--- src/rtl/limb_calc.sv ---
// Multi-limb calculator core: executes a W-bit ADD/SUB/AND/OR/LT/EQ one L-bit limb per clock.
// Holds the last committed answer so that operand A can be chained from it.
module limb_calc #(
  parameter int W = 16,
  parameter int L = 8
) (
  input  logic         clk,
  input  logic         rst_n,
  input  logic         start,
  input  logic [2:0]   op,
  input  logic         a_is_ans,
  input  logic [W-1:0] a,
  input  logic [W-1:0] b,
  input  logic         abort,
  output logic         ready,
  output logic         done,
  output logic         err,
  output logic [W-1:0] result,
  output logic         zero,
  output logic         carry,
  output logic         less
);

  localparam int N  = W / L;
  localparam int IW = (N > 1) ? $clog2(N) : 1;
  localparam logic [IW-1:0] LAST = IW'(N - 1);

  localparam logic [2:0] OP_ADD = 3'd0;
  localparam logic [2:0] OP_SUB = 3'd1;
  localparam logic [2:0] OP_AND = 3'd2;
  localparam logic [2:0] OP_OR  = 3'd3;
  localparam logic [2:0] OP_LT  = 3'd4;
  localparam logic [2:0] OP_EQ  = 3'd5;

  typedef enum logic [1:0] {S_IDLE, S_ASC, S_DESC} state_t;

  // Returns {carry_out, limb}; SUB relies on the caller seeding cin=1 on limb 0.
  function automatic logic [L:0] limb_alu(input logic [2:0] opc, input logic [L-1:0] x,
                                          input logic [L-1:0] y, input logic cin);
    case (opc)
      OP_ADD:  return {1'b0, x} + {1'b0, y} + (L+1)'(cin);
      OP_SUB:  return {1'b0, x} + {1'b0, ~y} + (L+1)'(cin);
      OP_AND:  return {1'b0, x & y};
      OP_OR:   return {1'b0, x | y};
      default: return '0;
    endcase
  endfunction

  state_t         state_q, state_d;
  logic [IW-1:0]  idx_q, idx_d;
  logic [W-1:0]   opa_q, opa_d, opb_q, opb_d, work_q, work_d;
  logic [2:0]     op_q, op_d;
  logic           cy_q, cy_d, nz_q, nz_d;
  logic [W-1:0]   result_q, result_d;
  logic           zero_q, zero_d, carry_q, carry_d, less_q, less_d;
  logic           done_q, done_d, err_q, err_d;

  logic [31:0]    sh;
  logic [L-1:0]   la, lb;
  logic [L:0]     alu;
  logic [W-1:0]   limb_mask, work_nx;
  logic           nz_nx, hit, flag;

  always_comb begin
    state_d  = state_q;
    idx_d    = idx_q;
    opa_d    = opa_q;
    opb_d    = opb_q;
    op_d     = op_q;
    cy_d     = cy_q;
    work_d   = work_q;
    nz_d     = nz_q;
    result_d = result_q;
    zero_d   = zero_q;
    carry_d  = carry_q;
    less_d   = less_q;
    done_d   = 1'b0;
    err_d    = 1'b0;
    hit      = 1'b0;
    flag     = 1'b0;

    sh        = 32'(idx_q) * 32'(L);
    la        = L'(opa_q >> sh);
    lb        = L'(opb_q >> sh);
    alu       = limb_alu(op_q, la, lb, cy_q);
    limb_mask = W'({L{1'b1}}) << sh;
    work_nx   = (work_q & ~limb_mask) | (W'(alu[L-1:0]) << sh);
    nz_nx     = nz_q | (|alu[L-1:0]);

    case (state_q)
      S_IDLE: begin
        if (start) begin
          if (op > OP_EQ) begin
            err_d = 1'b1;
          end else begin
            opa_d  = a_is_ans ? result_q : a;
            opb_d  = b;
            op_d   = op;
            cy_d   = (op == OP_SUB);
            work_d = '0;
            nz_d   = 1'b0;
            if (op == OP_LT || op == OP_EQ) begin
              state_d = S_DESC;
              idx_d   = LAST;
            end else begin
              state_d = S_ASC;
              idx_d   = '0;
            end
          end
        end
      end
      S_ASC: begin
        if (abort) begin
          state_d = S_IDLE;
        end else begin
          work_d = work_nx;
          nz_d   = nz_nx;
          cy_d   = alu[L];
          if (idx_q == LAST) begin
            result_d = work_nx;
            zero_d   = ~nz_nx;
            carry_d  = (op_q == OP_ADD) ? alu[L] : ((op_q == OP_SUB) ? ~alu[L] : 1'b0);
            less_d   = 1'b0;
            done_d   = 1'b1;
            state_d  = S_IDLE;
          end else begin
            idx_d = idx_q + IW'(1);
          end
        end
      end
      S_DESC: begin
        if (abort) begin
          state_d = S_IDLE;
        end else begin
          // Top-limb sign mismatch decides a signed LT without looking further.
          if (op_q == OP_LT && idx_q == LAST && la[L-1] != lb[L-1]) begin
            hit  = 1'b1;
            flag = la[L-1];
          end else if (la != lb) begin
            hit  = 1'b1;
            flag = (op_q == OP_LT) && (la < lb);
          end else if (idx_q == '0) begin
            hit  = 1'b1;
            flag = (op_q == OP_EQ);
          end
          if (hit) begin
            result_d = W'(flag);
            zero_d   = ~flag;
            carry_d  = 1'b0;
            less_d   = (op_q == OP_LT) && flag;
            done_d   = 1'b1;
            state_d  = S_IDLE;
          end else begin
            idx_d = idx_q - IW'(1);
          end
        end
      end
      default: state_d = S_IDLE;
    endcase
  end

  always_ff @(posedge clk) begin
    if (!rst_n) begin
      state_q  <= S_IDLE;
      idx_q    <= '0;
      result_q <= '0;
      zero_q   <= 1'b0;
      carry_q  <= 1'b0;
      less_q   <= 1'b0;
      done_q   <= 1'b0;
      err_q    <= 1'b0;
    end else begin
      state_q  <= state_d;
      idx_q    <= idx_d;
      result_q <= result_d;
      zero_q   <= zero_d;
      carry_q  <= carry_d;
      less_q   <= less_d;
      done_q   <= done_d;
      err_q    <= err_d;
    end
  end

  // Operand and working registers carry no reset; they are rewritten on every accepted start.
  always_ff @(posedge clk) begin
    opa_q  <= opa_d;
    opb_q  <= opb_d;
    op_q   <= op_d;
    cy_q   <= cy_d;
    work_q <= work_d;
    nz_q   <= nz_d;
  end

  assign ready  = (state_q == S_IDLE);
  assign done   = done_q;
  assign err    = err_q;
  assign result = result_q;
  assign zero   = zero_q;
  assign carry  = carry_q;
  assign less   = less_q;

endmodule

--- config.mk ---
export PLATFORM = sky130hd
export DESIGN_NAME = limb_calc
export DESIGN_NICKNAME = d
export VERILOG_FILES = /design/src/rtl/limb_calc.sv
export SDC_FILE = /design/constraint.sdc
export NUM_CORES = 1
export LEC_CHECK = 0
export BUFFER_PORTS_ARGS = -buffer_cell sky130_fd_sc_hd__buf_4
export CAP_MARGIN = 10
export CORE_ASPECT_RATIO = 0.8
export CORE_MARGIN = 2
export CORE_UTILIZATION = 50
export DETAILED_ROUTE_END_ITERATION = 8
export PLACE_DENSITY = 0.71
export SETUP_SLACK_MARGIN = 0.4
export SYNTH_ARGS = -nofsm -noshare
export SYNTH_HDL_FRONTEND = slang
export SYNTH_SLANG_ARGS = --single-unit
--- constraint.sdc ---
create_clock -name clk -period 6.11 [get_ports clk]
set_clock_uncertainty 0.05 [all_clocks]
set_input_delay 0.611 -clock clk [delete_from_list [all_inputs] [get_ports clk]]
set_output_delay 0.611 -clock clk [all_outputs]
set_load 0.05 [all_outputs]
# Word level (Yosys, flattened, before mapping)
# Cells that the tools add are included.
# W data, S select, Z words.
[totals]
output_inout_bits = 22
ff_bits = 77
[classes]
reduce_logical = 17
shift = 4
bitwise = 11
add_sub_neg = 6
muxes = 68
order_cmp = 2
n_eq_ne = 21
[ops]
columns = ["cell", "count"]
rows = [
  ["$mux W16", 8],
  ["$pmux W16 S2", 2],
  ["$mux W1", 42],
  ["$pmux W9 S4", 1],
  ["$shr A16 B4 Y8", 2],
  ["$add A8 B8 Y9", 2],
  ["$add A9 B1 Y9", 2],
  ["$and A16 B16 Y16", 1],
  ["$not A16 Y16", 1],
  ["$or A16 B16 Y16", 1],
  ["$shl A8 B4 Y16", 1],
  ["$shl A8 B4 Y16 const A", 1],
  ["$mux W2", 7],
  ["$ne A2 B2 Y1 const B", 7],
  ["$eq A3 B3 Y1 const B", 4],
  ["$pmux W1 S2", 6],
  ["$and A8 B8 Y8", 1],
  ["$lt A8 B8 Y1", 1],
  ["$ne A8 B8 Y1", 1],
  ["$not A8 Y8", 1],
  ["$or A8 B8 Y8", 1],
  ["$reduce_and A4 Y1", 2],
  ["$reduce_or A8 Y1", 1],
  ["$eq A3 B1 Y1 const B", 2],
  ["other kinds (21)", 31],
]

# Depth between registers and ports, before layout
# Gate-level depths: netlist of the first run.
[logic_depth]
ltp_word = 11
depth_mapped = 15
ltp_nobuf = 12

# Worst setup path after synthesis of the first run
# No wires, ideal clock.
[synth_timing]
kind = "register to register"
start = "register idx_q"
end = "register nz_q, data pin"
setup_time_ns = 0.263
setup_slack_ns = 1.754
t_arrival_ns = 4.043
required_ns = 5.797
stages_incl_launch_ff = 15
cell_sequence = "dfxtp_1 > buf_1 > clkbuf_1 > buf_2 > mux2i_1 > fa_1 > inv_1 > fa_1 > nor3b_2 > o31ai_1 > mux2_2 > a211o_1 > a31o_2 > nor4_2 > nor2b_1"
[synth_via]
elab_chain_len = 9
[synth_lines]
columns = ["item", "line_no", "rtl"]
rows = [
  ["start, declared", "50", "logic [IW-1:0] idx_q, idx_d;"],
  ["start signal, assigned", "174", "idx_q <= idx_d;"],
  ["$shr A16 B4 Y8", "84", "lb = L'(opb_q >> sh);"],
  ["$not A8 Y8", "42", "OP_SUB: return {1'b0, x} + {1'b0, ~y} + (L+1)'(cin);"],
  ["$add A8 B8 Y9", "42", ""],
  ["$add A9 B1 Y9", "42", ""],
  ["$pmux W9 S4 *", "40", "case (opc)"],
  ["$reduce_or A8 Y1 *", "88", "nz_nx = nz_q | (|alu[L-1:0]);"],
  ["$or A1 B1 Y1 *", "88", ""],
  ["$mux W1 *", "113", "if (abort) begin"],
  ["$pmux W1 S2 *", "90", "case (state_q)"],
  ["end signal, assigned", "191", "nz_q <= nz_d;"],
  ["end, declared", "53", "logic cy_q, cy_d, nz_q, nz_d;"],
]
# Mark *: on every way between the ends. The rest lies on a longest branch, timed or not. The select of a mux whose other input is x is not followed.
# A chain may end at the register's enable or synchronous reset.

# Worst setup path in the final report of the first run
# Same ends and word-level chain as after synthesis.

==> out/results.md, run 1 <==
| Metric | This run |
| --- | --- |
| Peak VDD IR | 174 uV |
| Commonest cells in the netlist | edfxtp_1, inv_1, ha_1, nand2_1, a21oi_1 |
| Antenna violations before repair | 0 |
| Maximum fanout along the worst path | 9 |
| Count of final max-slew check failures | 0 |
| H-tree levels | 3 |
| Path type of the worst min-delay path | in -> reg |
| Clock slew seen by the registers of the worst setup and hold paths | 0.06 ns |
| Initial core utilization | 50.7% |
| First-pass GRT wire length | 18900 microns |
| Slew at the pin closest to its max-slew limit | 0.793 ns |
| Detail Placement HPWL | 8820 microns |
| Unrepaired setup endpoints after global routing | false |
| Slowest stage cell, crit path | dfxtp_1 |
| Biggest area contributors in the synthesized netlist | edfxtp_1, dfxtp_1, ha_1 |
| FFs w/ async S/R, synth | 0% |
| Wire per inst | 19.5 microns |
| Vias per Instance | 5.72 |
| Area inside the core boundary | 8960 sq um |
| Leakage | 2.16 nW |
| Clock latency on the worst-skew pair | 0.34 ns |
| Area share of the largest cell type after synthesis | 33.7% |
| Arrival time at the worst endpoint | 4.12 ns |
| DRT Wirelength | 11900 microns |
| Fin Setup TNS | 0 ns |
| Number of hold buffers added after CTS | 0 |
| Crit path time final | 4.09 ns |
| Max Clk Rate | 0.244 GHz |
| Worst setup slack for register-to-register paths | 2.02 ns |
| Cell taking the most area after synthesis | edfxtp_1 |
| Number of port buffers | 61 |
| Die footprint | 9870 sq um |
| Sequential cell area fraction in the yosys report | 44.3% |
| Final count of hold timing violations | 0 |
| Via count of the first global-routing pass | 3380 |
| Synthesis warning total | 0 |
| Drt drc | 0 |
| Count of pins on the block boundary | 62 |
| Commonest register cell after synthesis | edfxtp_1 |
| Number of design-rule violations left by the first detailed-router iteration | 175 |
| Highest cell delay on the worst timing path | 0.69 ns |
| Sinks on the clock net | 75 |
| Global-route congestion overflow total | 0 |
| Leading cell type by number of instances after synthesis | edfxtp_1 |
| Total inserted antenna cells | 0 |
| Power density over cell area | 268 nW/um^2 |
| Required @ worst endpoint | 6.14 ns |
| Setup violation total in the final timing report | 0 |
| Post-synthesis cell area | 4550 sq um |
| Hold WS | 0.396 ns |
| Mean area per synthesized cell | 10.4 sq um |
| Number of synthesized flops with an enable pin | 51 |
| Most frequent cell on the critical path | fa_1 |
| Seq cells post-synth | 75 |
| Row count | 31 |
| GRT Util Overall | 25.1% |
| Pin count of the biggest net entering global routing | 36 |
| Count of filler cells inserted in the layout | 775 |
| Run status | completed |
| Max Cap Viol | 0 |
| Area Growth Syn to Fin | 18.2% |
| Net count reported at finish | 568 |
| Resized cells post-CTS | 0 |
| Router iterations before antenna repair | 5 |
| Pwr Total | 1.44 mW |
| Final critical-path share of the clock period | 67.0% |
| Classification of the worst setup path | reg -> reg |
| Chip Width | 111 microns |
| Share of post-route cells with drive strength above 1 | 22.3% |
| Post-synthesis instance total | 439 |
| ANT nets after route | 0 |
| CTS tree | yes |
| Buffer levels on the longest clock path | 2 |
| Clock Tree Root | clkbuf_16 |
| Critical path cell sequence | mux2i_1, fa_1, inv_1, fa_1, nor3b_2, o31ai_1, mux2_2, a211o_1, a31o_2, nor4_2, nor2b_1 |
| Overall via count from detail_route | 3507 |
| Post-synthesis net count | 514 |
| Post-synthesis cell type count | 60 |
| Util after Layout | 60.0% |
| RD Place Congestion | 0.961 |
| Rel. slew slack | 47.1% |
| Number of buffers created by CTS | 9 |
| Element type at the critical path end | flip-flop |
| Number of setup buffers added after CTS | 0 |
| Kind of start point of the critical path | flip-flop |
| Die height | 89.3 microns |
## worst paths after layout
check                   from  depth (start not counted)    endpoint
hold / removal          b[6]                          1    opb_q[6]
setup reg to reg       idx_q                         11        nz_q
setup / recovery       idx_q                         11        nz_q
hold reg to reg   result[12]                          2  result[12]
## cell type report
| class | count | area, sq um | share of cell area, % |
|---|---|---|---|
| Timing Repair Buffer | 65 | 500 | 9.32 |
| Sequential cell | 75 | 2010 | 37.4 |
| Multi-Input combinational cell | 307 | 2320 | 43.1 |
| Clock inverter | 6 | 40.0 | 0.745 |
| Tap cell | 115 | 144 | 2.68 |
| Clock buffer | 10 | 229 | 4.26 |
| Inverter | 35 | 131 | 2.45 |
## logic make-up (layout without fill, tap and decap cells)
| logic type | Yosys count | count (layout) | synth area share [%] |
|---|---|---|---|
| and+or+nand+nor | 126 | 126 | 14.8 |
| AOI/OAI and AO/OA | 101 | 101 | 14.9 |
| DFF | 75 | 75 | 44.3 |
| buffers and inverters | 57 | 116 | 5.04 |
| muxes | 44 | 44 | 10.5 |
| adders and majority gates | 35 | 35 | 10.3 |
| xor gates and xnor gates | 1 | 1 | 0.193 |
## stage by stage
step	cell area (sq um)	instances	worst slack, ns
after floorplan	4550	439	1.75
after global placement	5080	596	2.08
after detailed placement	5080	596	2.00
after CTS	5350	612	2.00
after global routing	5370	613	1.69
final	5370	613	2.02
## registers in the layout, indices dropped and copies added (netlist names), 2 cells and up
signal   flops
opa_q       16
op_q         3
opb_q       16
state_q      2
result      16
work_q      14
## placed cells by master, fill, tap and decap left out, types with 2 or more instances in the layout
master	Yosys	layout
nor2b_1	22	22
nand4_1	5	5
o21ai_0	21	21
dfxtp_1	24	24
nor2_1	24	24
a211o_1	4	4
nand2_1	29	29
o211ai_1	4	4
mux2_2	21	21
or3_1	5	5
a21oi_1	26	25
o21bai_1	2	2
nor3_1	9	9
buf_4	1	64
ha_1	31	31
a211oi_1	3	3
clkbuf_16	0	9
a21boi_0	8	8
nand3_1	4	4
and2_1	11	11
nand3b_1	2	2
nor4_1	3	3
o21a_1	3	3
inv_4	0	2
inv_1	35	35
fa_1	4	4
edfxtp_1	51	51
o31ai_1	5	5
clkinv_2	0	2
nor3b_1	2	2
a22oi_1	9	9
o41ai_1	2	2
mux2i_1	22	22
## where the power goes
part           internal, mW  switching (mW)  total (mW)
sequential            0.585          0.0233       0.608
combinational         0.132           0.204       0.336
clock                 0.276           0.218       0.494
## layer usage
layer,wire length [microns],vias to the layer above,global-route usage [%]
met3,643,17,6.10
met2,5250,107,39.4
met4,158,0,5.23
met1,5890,1698,36.0
li1,-,1685,-
met5,0,-,0
## worst max-delay path: cells and delay by family (launching register included)
| family | cells | cell delay [ns] |
|---|---|---|
| AND/OR/NAND/NOR | 3 | 0.61 |
| flip-flops | 1 | 0.69 |
| adder cells (fa/ha/maj) | 2 | 0.67 |
| AO/OA/AOI/OAI | 3 | 0.84 |
| multiplexers | 2 | 0.94 |
| buffers and inverters | 1 | 0.05 |
No activity file was read; power rests on OpenSTA's default activity.
==> run 2: changes to the inputs <==
- PLACE_DENSITY: 0.71 -> 0.74
- clock period: 6.11 -> 3.4 ns (I/O delays scaled with it)
==> run 2 against run 1 <==
  * First-iteration DRC count is 85% higher
  * Total power is 100% higher
  * Clock-buffer cell count is 1 higher
  * Final cell count is 11% higher
  * Die area stayed put
  * Sequential share of layout area is 6.4 points lower
==> out/results.md, run 2 (same netlist as run 1, synthesis figures left out) <==
| Metric | This run |
| --- | --- |
| Path type of the worst min-delay path | in -> reg |
| Wire per inst | 18.8 microns |
| Slowest stage cell, crit path | or3b_4 |
| Worst Setup Slack post-DPL | -0.179 ns |
| Setup violation total in the final timing report | 0 |
| Wire length on met3 | 732 microns |
| Power density over cell area | 452 nW/um^2 |
| GRT Util Overall | 25.8% |
| Critical path cell sequence | buf_12, buf_4, buf_16, buf_6, mux2i_4, ha_4, or3_4, a2111oi_4, or3_4, o21ai_1, or3b_4, nor4_4, nor2b_1 |
| Crit path time final | 3.39 ns |
| Routed length on met2 | 6180 microns |
| Element type at the critical path end | flip-flop |
| Global-route congestion overflow total | 0 |
| RD Place Congestion | 0.927 |
| Peak VDD IR | 379 uV |
| Max Cap Viol | 0 |
| First-pass GRT wire length | 19500 microns |
| Required @ worst endpoint | 3.43 ns |
| Number of buffers created by CTS | 9 |
| Pin count of the biggest net entering global routing | 36 |
| DRT Wirelength | 12900 microns |
| Initial core utilization | 50.7% |
| Share of post-route cells with drive strength above 1 | 41.9% |
| Clock Tree Root | clkbuf_16 |
| Number of design-rule violations left by the first detailed-router iteration | 324 |
| Vias per Instance | 5.66 |
| Die height | 89.3 microns |
| Rel. slew slack | 45.4% |
| Most common cell after layout, fill and taps aside | buf_4 |
| Overall via count from detail_route | 3866 |
| Antenna violations before repair | 0 |
| Clock slew seen by the registers of the worst setup and hold paths | 0.07 ns |
| Area inside the core boundary | 8960 sq um |
| Area Growth Syn to Fin | 42.7% |
| Classification of the worst setup path | reg -> reg |
| Highest cell delay on the worst timing path | 0.40 ns |
| ANT nets after route | 0 |
| Arrival time at the worst endpoint | 3.42 ns |
| Number of port buffers | 61 |
| CTS tree | yes |
| Die footprint | 9870 sq um |
| Row count | 31 |
| Kind of start point of the critical path | flip-flop |
| Uppermost layer routed | met4 |
| Buffering stage count on the worst path with inverters included | 4 |
| Post-placement cell area | 5560 sq um |
| Max Clk Rate | 0.295 GHz |
| Most frequent cell on the critical path | or3_4 |
| Router iterations before antenna repair | 5 |
| Wire length on met1 | 5770 microns |
| Buffer levels on the longest clock path | 2 |
| Final count of hold timing violations | 0 |
| Count of final max-slew check failures | 0 |
| Maximum fanout along the worst path | 5 |
| Via count of the first global-routing pass | 3554 |
| Final critical-path setup slack | 0.00738 ns |
| Sinks on the clock net | 75 |
| Clock latency on the worst-skew pair | 0.34 ns |
| Largest delay share family, worst path | simple AND/OR/NAND/NOR gates |
| Slew at the pin closest to its max-slew limit | 0.813 ns |
| Total inserted antenna cells | 0 |
| H-tree levels | 3 |
| Final critical-path share of the clock period | 99.8% |
| Drt drc | 0 |
| Net count reported at finish | 638 |
| Detail Placement HPWL | 8720 microns |
| Final design instance area without fill | 6490 sq um |
| Chip Width | 111 microns |
| Run status | completed |
| Count of pins on the block boundary | 62 |
| Unrepaired setup endpoints after global routing | true |
| Most frequent cells in the layout | buf_4, edfxtp_1, inv_1 |
| Util after Layout | 72.4% |
| Leakage | 2.62 nW |
run 2: power breakdown:
group / internal [mW] / switching [mW] / leakage, nW
clock: 0.542 / 0.382 / 0.146
sequential: 1.05 / 0.0388 / 0.691
combinational: 0.443 / 0.476 / 1.78
run 2: routing by layer:
layer  GRT usage (%)  vias to the layer above
met1            34.7                     1854
met5               0                        -
met4            7.61                        0
li1                -                     1835
met3            5.42                       19
met2            42.8                      158
run 2: worst paths after layout:
path,from,to,slack (ns),cells past startpoint
max reg2reg,idx_q,nz_q,0.007,13
max,idx_q,nz_q,0.007,13
min reg2reg,less,less,0.43,2
min,b[14],opb_q[14],0.12,1
run 2: area by class of cell:
type | count | area (sq um)
inverters | 35 | 131
clock inverters | 5 | 33.8
fillers | 623 | 2470
multi-input cells | 307 | 2780
flip-flops and latches | 75 | 2020
repair buffers | 135 | 1120
well taps | 115 | 144
clock buffers | 11 | 254
run 2: timing repair:
action	4_1_cts	5_1_grt
endpoints found under the setup margin	27	34
gates resized for setup	32	69
pin swaps	7	17
hold buffers	0	0
setup buffers	4	10
cloned	1	1
run 2: per-stage QoR:
stage | std cells | TNS [ns] | total power, mW | hold WS, ns
floorplan | 439 | -0.229 | 1.53 | 0.367
global placement | 651 | -0.573 | 1.80 | 0.411
detailed placement | 651 | -0.700 | 1.81 | 0.415
CTS | 672 | 0 | 2.80 | 0.115
global route | 683 | -0.149 | 3.06 | 0.114
finish | 683 | 0 | 2.93 | 0.123
==> run 3: changes to the inputs <==
--- a/config.mk
+++ b/config.mk
@@ -18 +18,2 @@
 export SYNTH_SLANG_ARGS = --single-unit
+export TNS_END_PERCENT = 10
==> constraint.sdc (replaced) <==
create_clock -name clk -period 3.4 [get_ports clk]
set_clock_uncertainty 0.05 [all_clocks]
set_input_delay 0.68 -clock clk [delete_from_list [all_inputs] [get_ports clk]]
set_output_delay 0.68 -clock clk [all_outputs]
set_load 0.05 [all_outputs]
==> run 3 against run 2 <==
  * Total power fell by 3.5%
  * Sequential share of layout area rose by 1.9 points
  * Global-route usage fell by 0.095 points
==> out/results.md, run 3 (same netlist as run 1, synthesis figures left out) <==
| Metric | This run |
| --- | --- |
| Run status | completed |
| Router iterations before antenna repair | 5 |
| First-pass GRT wire length | 19400 microns |
| Global-route congestion overflow total | 0 |
| Count of pins on the block boundary | 62 |
| Worst setup slack for register-to-register paths | 0.02 ns |
| Final design instance area without fill | 6110 sq um |
| Chip Width | 111 microns |
| GRT Util Overall | 25.7% |
| Setup violation total in the final timing report | 0 |
| Cell count of the worst reg-to-reg path | 12 |
| Detail Placement HPWL | 8890 microns |
| Max Clk Rate | 0.295 GHz |
| Buffer levels on the longest clock path | 2 |
| Clock slew seen by the registers of the worst setup and hold paths | 0.06 ns |
| Via count of the first global-routing pass | 3684 |
| Number of port buffers | 61 |
| Final critical-path share of the clock period | 99.6% |
| Kind of start point of the critical path | flip-flop |
| Number of design-rule violations left by the first detailed-router iteration | 355 |
| Antenna violations before repair | 0 |
| Vias per Instance | 5.68 |
| Path type of the worst min-delay path | reg -> reg |
| Unrepaired setup endpoints after global routing | true |
| Die height | 89.3 microns |
| CTS tree | yes |
| Slew at the pin closest to its max-slew limit | 0.730 ns |
| Pwr Total | 2.83 mW |
| Depth of the critical timing path with buffers and inverters included | 12 |
| Final count of hold timing violations | 0 |
| Critical path cell sequence | buf_12, buf_12, mux2i_4, buf_4, ha_1, and2_1, a221oi_2, a21oi_2, o211ai_1, or3b_4, nor4_4, nor2b_1 |
| Count of final max-slew check failures | 0 |
| Area inside the core boundary | 8960 sq um |
| Hold WS | 0.420 ns |
| Most frequent cells in the layout | buf_4, edfxtp_1, inv_1 |
| Row count | 31 |
| Max Cap Viol | 0 |
| RD Place Congestion | 0.962 |
| Largest delay share family, worst path | simple AND/OR/NAND/NOR gates |
| Required @ worst endpoint | 3.44 ns |
| Highest cell delay on the worst timing path | 0.43 ns |
| Power density over cell area | 463 nW/um^2 |
| Count of filler cells inserted in the layout | 692 |
| Sinks on the clock net | 75 |
| Slowest stage cell, crit path | or3b_4 |
| Critical Path Sink | nz_q |
| Overall via count from detail_route | 3780 |
| Die footprint | 9870 sq um |
| Most frequent cell on the critical path | buf_12 |
| Drt drc | 0 |
| Clock Tree Root | clkbuf_16 |
| Worst reg2reg path endpoint | nz_q |
| ANT nets after route | 0 |
| Post-placement cell area | 5490 sq um |
| Worst Setup Slack post-DPL | -0.202 ns |
| Rel. slew slack | 50.9% |
| Peak VDD IR | 268 uV |
| Maximum fanout along the worst path | 12 |
| Initial core utilization | 50.7% |
| H-tree levels | 3 |
| Final critical-path setup slack | 0.0151 ns |
| Area Growth Syn to Fin | 34.5% |
| Share of post-route cells with drive strength above 1 | 37.3% |
| Number of hold buffers added after CTS | 0 |
| Net count reported at finish | 620 |
| DRT Wirelength | 12200 microns |
| Buffering stage count on the worst path with inverters included | 3 |
| Number of buffers created by CTS | 9 |
| Clock latency on the worst-skew pair | 0.34 ns |
| Pin count of the biggest net entering global routing | 36 |
| Startpoint of the worst register-to-register path | idx_q |
| Total inserted antenna cells | 0 |
| Classification of the worst setup path | reg -> reg |
| Leakage | 2.48 nW |
| Crit path time final | 3.38 ns |
| Most common cell after layout, fill and taps aside | buf_4 |
| Beginning of the critical path | idx_q |
| Wire per inst | 18.4 microns |
| Arrival time at the worst endpoint | 3.42 ns |
| Element type at the critical path end | flip-flop |
[run 3: worst min path at each step]
stage | from | end | depth (start not counted)
floorplan | state_q[0] | state_q[0] | 2
global placement | less | less | 2
detailed placement | less | less | 2
CTS | less | less | 2
global route | b[6] | opb_q[6] | 1
finish | less | less | 2
[run 3: per-stage QoR]
stage | util, % | setup TNS, ns | cells
after floorplan | - | -0.229 | 439
after global placement | 61.3 | -0.368 | 642
after detailed placement | 61.3 | -0.545 | 642
after CTS | 67.6 | 0 | 665
after global routing | 68.2 | -0.223 | 665
final | 68.2 | 0 | 665
[run 3: area by class of cell]
| class | count | area (sq um) | area share [%] |
|---|---|---|---|
| timing repair buffer | 117 | 923 | 15.1 |
| inverter | 35 | 131 | 2.15 |
| tap | 115 | 144 | 2.35 |
| clock buffer | 11 | 254 | 4.15 |
| clock inverter | 5 | 36.3 | 0.594 |
| multi-input combinational | 307 | 2610 | 42.7 |
| sequential | 75 | 2020 | 33.0 |
[run 3: power breakdown]
part           leakage (nW)  internal, mW  total [mW]  switching (mW)
Sequential            0.691          1.05        1.09          0.0425
Combinational          1.65         0.375       0.806           0.431
Clock                 0.145         0.541       0.931           0.390
Total                  2.48          1.97        2.83           0.863
[run 3: worst min-delay path, delay by kind of cell (launching register included)]
| kind | cells | cell delay [ns] |
|---|---|---|
| flip-flops | 1 | 0.31 |
| AO/OA/AOI/OAI | 1 | 0.06 |
| AND/OR/NAND/NOR | 1 | 0.05 |
[run 3: what timing repair did]
item                                   4_1_cts  5_1_grt
setup endpoints to repair                   29       32
pin swaps                                    9        4
endpoints found under the hold margin        0        0
gates resized for setup                     44       18
buffers inserted                             7        0
gates cloned                                 0        0
[run 3: metal layers]
layer	track usage (%)	share of wire (%)	vias to the layer above
met5	0	0	-
met4	8.75	1.4	0
met3	4.68	6.5	17
met2	42.2	48	134
met1	35.0	44	1828
li1	-	-	1801
